**config.mk**
```make
export PLATFORM = sky130hd
export DESIGN_NAME = reg_file
export DESIGN_NICKNAME = d
export VERILOG_FILES = /design/src/rtl/reg_file.sv
export SDC_FILE = /design/constraint.sdc
export NUM_CORES = 2
export LEC_CHECK = 0
export CORE_MARGIN = 4
export CORE_UTILIZATION = 63
export CTS_CLUSTER_SIZE = 40
export DETAILED_ROUTE_END_ITERATION = 6
export PLACE_DENSITY_LB_ADDON = 0.25
export SYNTH_ARGS = -nofsm -noshare
export SYNTH_HDL_FRONTEND = slang
export SYNTH_SLANG_ARGS = --single-unit
```
**constraint.sdc**
```tcl
create_clock -name clk_in -period 2.2 [get_ports clk_in]
set_clock_uncertainty 0.15 [all_clocks]
set_input_delay 0.22 -clock clk_in [delete_from_list [all_inputs] [get_ports clk_in]]
set_output_delay 0.22 -clock clk_in [all_outputs]
set_load 0.01 [all_outputs]
```
**src/rtl/reg_file.sv**
```systemverilog
// 32 x 32-bit register file with two combinational read ports, one writeback port and a
// per-register pending-write scoreboard. Define REGFILE_BYPASS_EN for same-cycle write-to-read bypass.
module reg_file (
  input  logic        clk_in,
  input  logic        n_rst_in,
  input  logic [4:0]  WB_reg_write_address_in,
  input  logic [31:0] WB_reg_write_data_in,
  input  logic        WB_ctrl_reg_write_in,
  input  logic [4:0]  ID_rs_address_in,
  input  logic [4:0]  ID_rt_address_in,
  input  logic        ID_sb_set_in,
  input  logic [4:0]  ID_sb_set_address_in,
  input  logic        ID_sb_flush_in,
  output logic [31:0] RF_rs_data_out,
  output logic [31:0] RF_rt_data_out,
  output logic        RF_rs_busy_out,
  output logic        RF_rt_busy_out
);

  logic [31:0] regs_q [32];
  logic [31:0] regs_d [32];
  logic [31:0] sb_q;
  logic [31:0] sb_d;
  logic        wr_en;

  assign wr_en = WB_ctrl_reg_write_in && (WB_reg_write_address_in != 5'd0);

  always_comb begin
    regs_d = regs_q;
    if (wr_en) begin
      regs_d[WB_reg_write_address_in] = WB_reg_write_data_in;
    end
    regs_d[0] = '0;
  end

  // A new pending write outranks flush, which outranks the writeback clear.
  always_comb begin
    sb_d = sb_q;
    for (int i = 1; i < 32; i++) begin
      if (ID_sb_set_in && (ID_sb_set_address_in == 5'(i))) begin
        sb_d[i] = 1'b1;
      end else if (ID_sb_flush_in) begin
        sb_d[i] = 1'b0;
      end else if (WB_ctrl_reg_write_in && (WB_reg_write_address_in == 5'(i))) begin
        sb_d[i] = 1'b0;
      end
    end
    sb_d[0] = 1'b0;
  end

  always_ff @(posedge clk_in or negedge n_rst_in) begin
    if (!n_rst_in) begin
      for (int i = 0; i < 32; i++) begin
        regs_q[i] <= '0;
      end
      sb_q <= '0;
    end else begin
      regs_q <= regs_d;
      sb_q   <= sb_d;
    end
  end

  // Outputs are gated by reset so a bypassed write cannot leak out while in reset.
  function automatic logic [31:0] read_data(input logic [4:0] addr);
    logic [31:0] val;
    val = '0;
    if (n_rst_in && (addr != 5'd0)) begin
      val = regs_q[addr];
`ifdef REGFILE_BYPASS_EN
      if (wr_en && (WB_reg_write_address_in == addr)) begin
        val = WB_reg_write_data_in;
      end
`endif
    end
    return val;
  endfunction

  function automatic logic read_busy(input logic [4:0] addr);
    logic val;
    val = 1'b0;
    if (n_rst_in && (addr != 5'd0)) begin
      val = sb_q[addr];
`ifdef REGFILE_BYPASS_EN
      if (wr_en && (WB_reg_write_address_in == addr)) begin
        val = 1'b0;
      end
`endif
    end
    return val;
  endfunction

  always_comb begin
    RF_rs_data_out = read_data(ID_rs_address_in);
    RF_rt_data_out = read_data(ID_rt_address_in);
    RF_rs_busy_out = read_busy(ID_rs_address_in);
    RF_rt_busy_out = read_busy(ID_rt_address_in);
  end

endmodule

```
# Word-level counts from Yosys, hierarchy flattened
# Cells that the tools add are included.
# classes
eq_ne,62
bitwise_logic,3
muxes,110
magnitude_cmp,6
n_reduce_logical,100
# op_table
cell,n
$bwmux W1024,1
$bmux W32 S5,2
$mux W32,7
$demux W32 S5,1
$eq A5 B5 Y1 const B,32
$mux W1,97
$reduce_bool A3 Y1,31
$eq A5 B4 Y1 const B,16
$logic_and A1 B1 Y1,66
$eq A5 B3 Y1 const B,8
$eq A5 B2 Y1 const B,4
$ge A6 B6 Y1 const B,3
$not A5 Y6,3
$reduce_bool A5 Y1,3
$lt A5 B6 Y1 const B,2
$bmux W1 S5,2
$eq A5 B1 Y1 const B,2
$lt A6 B1 Y1 const B,1
# totals
regBits,1023
output_inout_bits,66

# Depth between registers and ports, before layout
# logic_depth
ltp_word,6
depth_mapped,9
depth_no_buf,4

# Worst setup path after synthesis
# OpenSTA, ideal clock, no wires.
# synth_timing
kind,input to output
from,in ID_rt_address_in[0]
to,out RF_rt_data_out[28]
cell_stages,7
path_slack_ps,129
path_buffers,4
t_required_ps,1830
arrival_time_ps,1701
cell_sequence,buf_4 > buf_6 > buf_4 > buf_4 > a221oi_1 > or3_1 > a311oi_1
# synth_via
elab_chain_cells,5
word_cells_on_any_way,7
cone_classes,mux: 4; bitwise: 1; reduce/logical: 2
# synth_lines
element,line,rtl
from (decl),10,"input logic [4:0] ID_rt_address_in,"
$not A5 Y6 (implied by the code),68,val = regs_q[addr];
$bmux W32 S5,68,
$mux W32 (implied by the code) (2 in a row),68,
$mux W32 *,67,if (n_rst_in && (addr != 5'd0)) begin
to (decl),15,"output logic [31:0] RF_rt_data_out,"
# Mark *: on every way between the ends. The rest lies on a longest branch, timed or not. The select of a mux whose other input is x is not followed.

# Final worst setup path
# layout_timing
from,reg regs_q[651] (netlist bit)
to,out RF_rt_data_out[11]
# layout_via
elab_chain_cells,4
# layout_lines
element,line,rtl
from (decl),20,logic [31:0] regs_q [32];
from (signal assigned),58,regs_q <= regs_d;
$bmux W32 S5,68,
$mux W32 (implied by the code) (2 in a row),68,
$mux W32,67,
# Every way passes these cells. The select of a mux whose other input is x is not followed.

==> run summary <==
The flow ran to the end, but the final reports show violations. The final reports fail on setup timing. The cell leakage power is 32.9 nW. At the pin with the least slew margin, the transition time is 0.994 ns.

The tree is rooted in a clkbuf_16. The number of global-route vias before repair is 46600, and the initial antenna violation count is 6. The floorplan has 108 rows. In the final routed layout, each cell accounts on average for 33.5 um.

The number of input and output port buffers inserted was 122; the floorplan core area was 87300 um2. The average instance area after synthesis was 13.7 um2; the die area was 93500 um2. In the final design database the tool counted 5017 nets. For the worst setup path, the data required time is 1.83 ns. Setup violations remaining at the end of the flow were counted as 66. For the wire length reported by the detailed router, the log shows 208 mm. The finished cells cover 72100 um2. For this block, the initial DRC count from the detailed router was 6082. Setup repair after global routing could not meet its margin everywhere. Clock-pin transition on the worst setup and hold timing paths: 0.06 ns. In this design, the stage delay of the slowest critical-path cell is 0.64 ns.

The area of combinational cells with multiple inputs was 29700 um2; the synthesis warning total was 0. Traced cell by cell, the critical path runs through mux4_2, nor2b_2, or3_4, a311oi_4, buf_4, buf_6. The detail route stage leaves a number of antenna-violating nets equal to 0. The sum of negative setup slack came out at -32.80 ns. In this run, synthesis inferred 0 flip-flops with an integrated enable. TritonCTS built the clock tree. Of all cell types, the one taking the most synthesized area is dfrtp_1. In the post-synthesis netlist, the biggest area contributors are dfrtp_1, mux2_2, mux4_2. The worst hold path belongs to the class in2reg. For the number of hold-slack violations in the final timing report, the log shows 0. The worst setup path is captured at an output port.

For the length of the first detailed-routing pass in iterations, the log shows 6. After detailed placement, the design holds a cell count of 5955. The global-route usage over all layers was 0.433; the instance count of the mapped netlist was 4086. The height of the die works out to 306 um. Entering global routing, the biggest net connects 172 pins. The H-tree was split into 3 levels. After detailed placement, the total cell area comes to 66400 um2. In this run the worst path has a maximum fanout of 3. The run gives 0.458 as the sequential area share after synthesis. Detailed placement finished with a half-perimeter wire length of 132 mm.

The post-route DRC violation count came out at 0. Kind of launch point of the worst setup path: a flop. The gate family responsible for the most delay along the worst path was compound AO/OA/AOI/OAI gates.

After filler insertion, the fill cell instance count of the layout stands at 4265. The fraction of synthesis flops using an asynchronous set or reset pin was 1.00. The run gives 123 as the I/O pin count. After synthesis the cells add up to 55800 um2.

For the worst setup path, the data arrival time is 2.75 ns. At the placement stage, the worst setup path has a slack of -1.51 ns. For the register area, the log shows 25600 um2. The run gives 6208 as the final standard cell count with taps included and fillers excluded.

Among all flip-flop cells after synthesis, the most frequent one is dfrtp_1. The time the final worst path needs with I/O delays and setup was 3.12 ns; the last weighted congestion value of the routability-driven placer was 0.947. The final period utilization is 1.42.

Clock tree synthesis inserted a total of 108 buffers. When the netlist entered floorplanning its net count stood at 4143. The first global-routing pass estimated 302 mm of wire. VDD sags by at most 785 uV. For the worst-case hold slack, the log shows 0.182 ns.

For this design, the slowest cell found on the critical path is a311oi_4. By count the netlist is led by mux2_2, dfrtp_1, mux2i_1, mux4_2, clkbuf_1. The routed layout has 45000 vias.

For the worst setup margin, the log shows -0.919 ns. From synthesis to final layout, the design area changed by 29.0%. The register bit total from synthesis is 1023.

Max-cap violations in this run came to 0. Yosys instantiated no cell more often than mux2_2. Power spread over the standard cell area amounts to 853 nW/um2. The proportion of netlist area held by the largest area contributor works out to 0.458.

Counting distinct cell types in the post-synthesis netlist gives 48. X dimension of the die: 306 um. The number of clock sinks is 1023.

The remaining max-slew budget at the tightest pin was 0.334; the share of cells above drive strength 1 was 0.580. Kind of critical path: reg2out. The max-slew violation count was 0.

The post-detailed-route via-to-cell ratio is 7.25. The initial cell density of the core was 0.640. For the worst-skew pair, the clock arrives at the later sink with an insertion delay of 0.70 ns. Timing would allow up to 321 MHz. The buffers plus inverters on the worst setup path was 2; the remaining global-route overflow was 0.

Maximum root-to-sink buffer count: 3.
==> worst paths after layout <==
check / start / to / slack, ns / cells after the start
setup / recovery: regs_q[651]$_DFFE_PN0P_ / RF_rt_data_out[11] / -0.92 / 6
hold / removal: ID_sb_set_address_in[2] / sb_q[28]$_DFFE_PN0P_ / 0.18 / 3
setup reg to reg: regs_q[512]$_DFFE_PN0P_ / regs_q[512]$_DFFE_PN0P_ / 0.99 / 3
hold reg to reg: regs_q[200]$_DFFE_PN0P_ / regs_q[200]$_DFFE_PN0P_ / 0.38 / 1
max in group asynchronous: n_rst_in / regs_q[531]$_DFFE_PN0P_ / 0.10 / 5
min in group asynchronous: n_rst_in / regs_q[797]$_DFFE_PN0P_ / 0.31 / 3
==> sequential cells by signal, summed over array words and instances, names as in the netlist <==
signal / cells
regs_q: 992
sb_q: 31
==> through the flow <==
step | total power [mW] | util
after detailed placement | 40.1 | 0.760
after CTS | 60.3 | 0.818
final | 61.5 | 0.825
after global routing | 63.3 | 0.825
after global placement | 39.2 | 0.760
after floorplan | 32.8 | -
==> tightest hold or removal path: cells and delay by family <==
kind	cells	cell delay, ns
buf+inv	1	0.48
simple gates	1	0.19
compound gates	1	0.09
==> what timing repair did <==
item                                    CTS  global route
buffers inserted                         59            27
hold buffers                              1             0
cloned                                    0             1
hold endpoints to repair                297             0
endpoints found under the setup margin   66           516
pin swaps                               100            52
gates resized for setup                 533            98
==> cell type report <==
class                   instances  area share
clock inverters                44     0.00793
clock buffers                 155      0.0443
repair buffers               1203       0.159
diodes                          4    0.000139
inverters                      18    0.000938
multi-input cells            2606       0.412
flip-flops and latches       1023       0.355
well taps                    1155      0.0201
==> cells by family (layout without fill, tap and decap cells) <==
kind of cell,count (synthesis),in the layout,synth area share
flip-flops,1023,1023,0.458
multiplexers,1775,1775,0.407
AO/OA/AOI/OAI,567,567,0.0695
buffers and inverters,457,1420,0.0407
AND/OR/NAND/NOR,264,264,0.0245
other,0,4,0
==> where the power goes <==
part / internal [mW] / total (mW) / switching [mW]
clock network: 11.5 / 19.5 / 8.06
registers: 22.4 / 25.1 / 2.73
logic: 9.71 / 16.8 / 7.12
total: 43.6 / 61.5 / 17.9
==> placed cells by master (no fill, tap or decap), types with 28 or more instances in the layout <==
master	instances
a22oi_1	38
buf_6	60
mux4_2	289
clkbuf_16	110
a31oi_1	31
mux2_2	1032
o21ai_0	67
o211a_1	34
clkbuf_8	31
nor2_1	36
mux2_4	29
buf_12	166
mux2i_1	408
a22oi_2	28
nor2b_1	41
nand2_1	52
a21oi_1	68
buf_2	37
a211oi_1	33
dfrtp_1	1023
o22ai_1	77
clkdlybuf4s50_1	46
buf_4	883
==> per-layer routing <==
layer	global-route usage	up-vias	wire length [um]
met5	0	-	34
met4	0.325	6	19200
met3	0.132	1218	24700
met2	0.652	3577	93100
met1	0.531	22800	71200
li1	-	17400	-
Note: power is estimated with default switching activity, not from simulation.
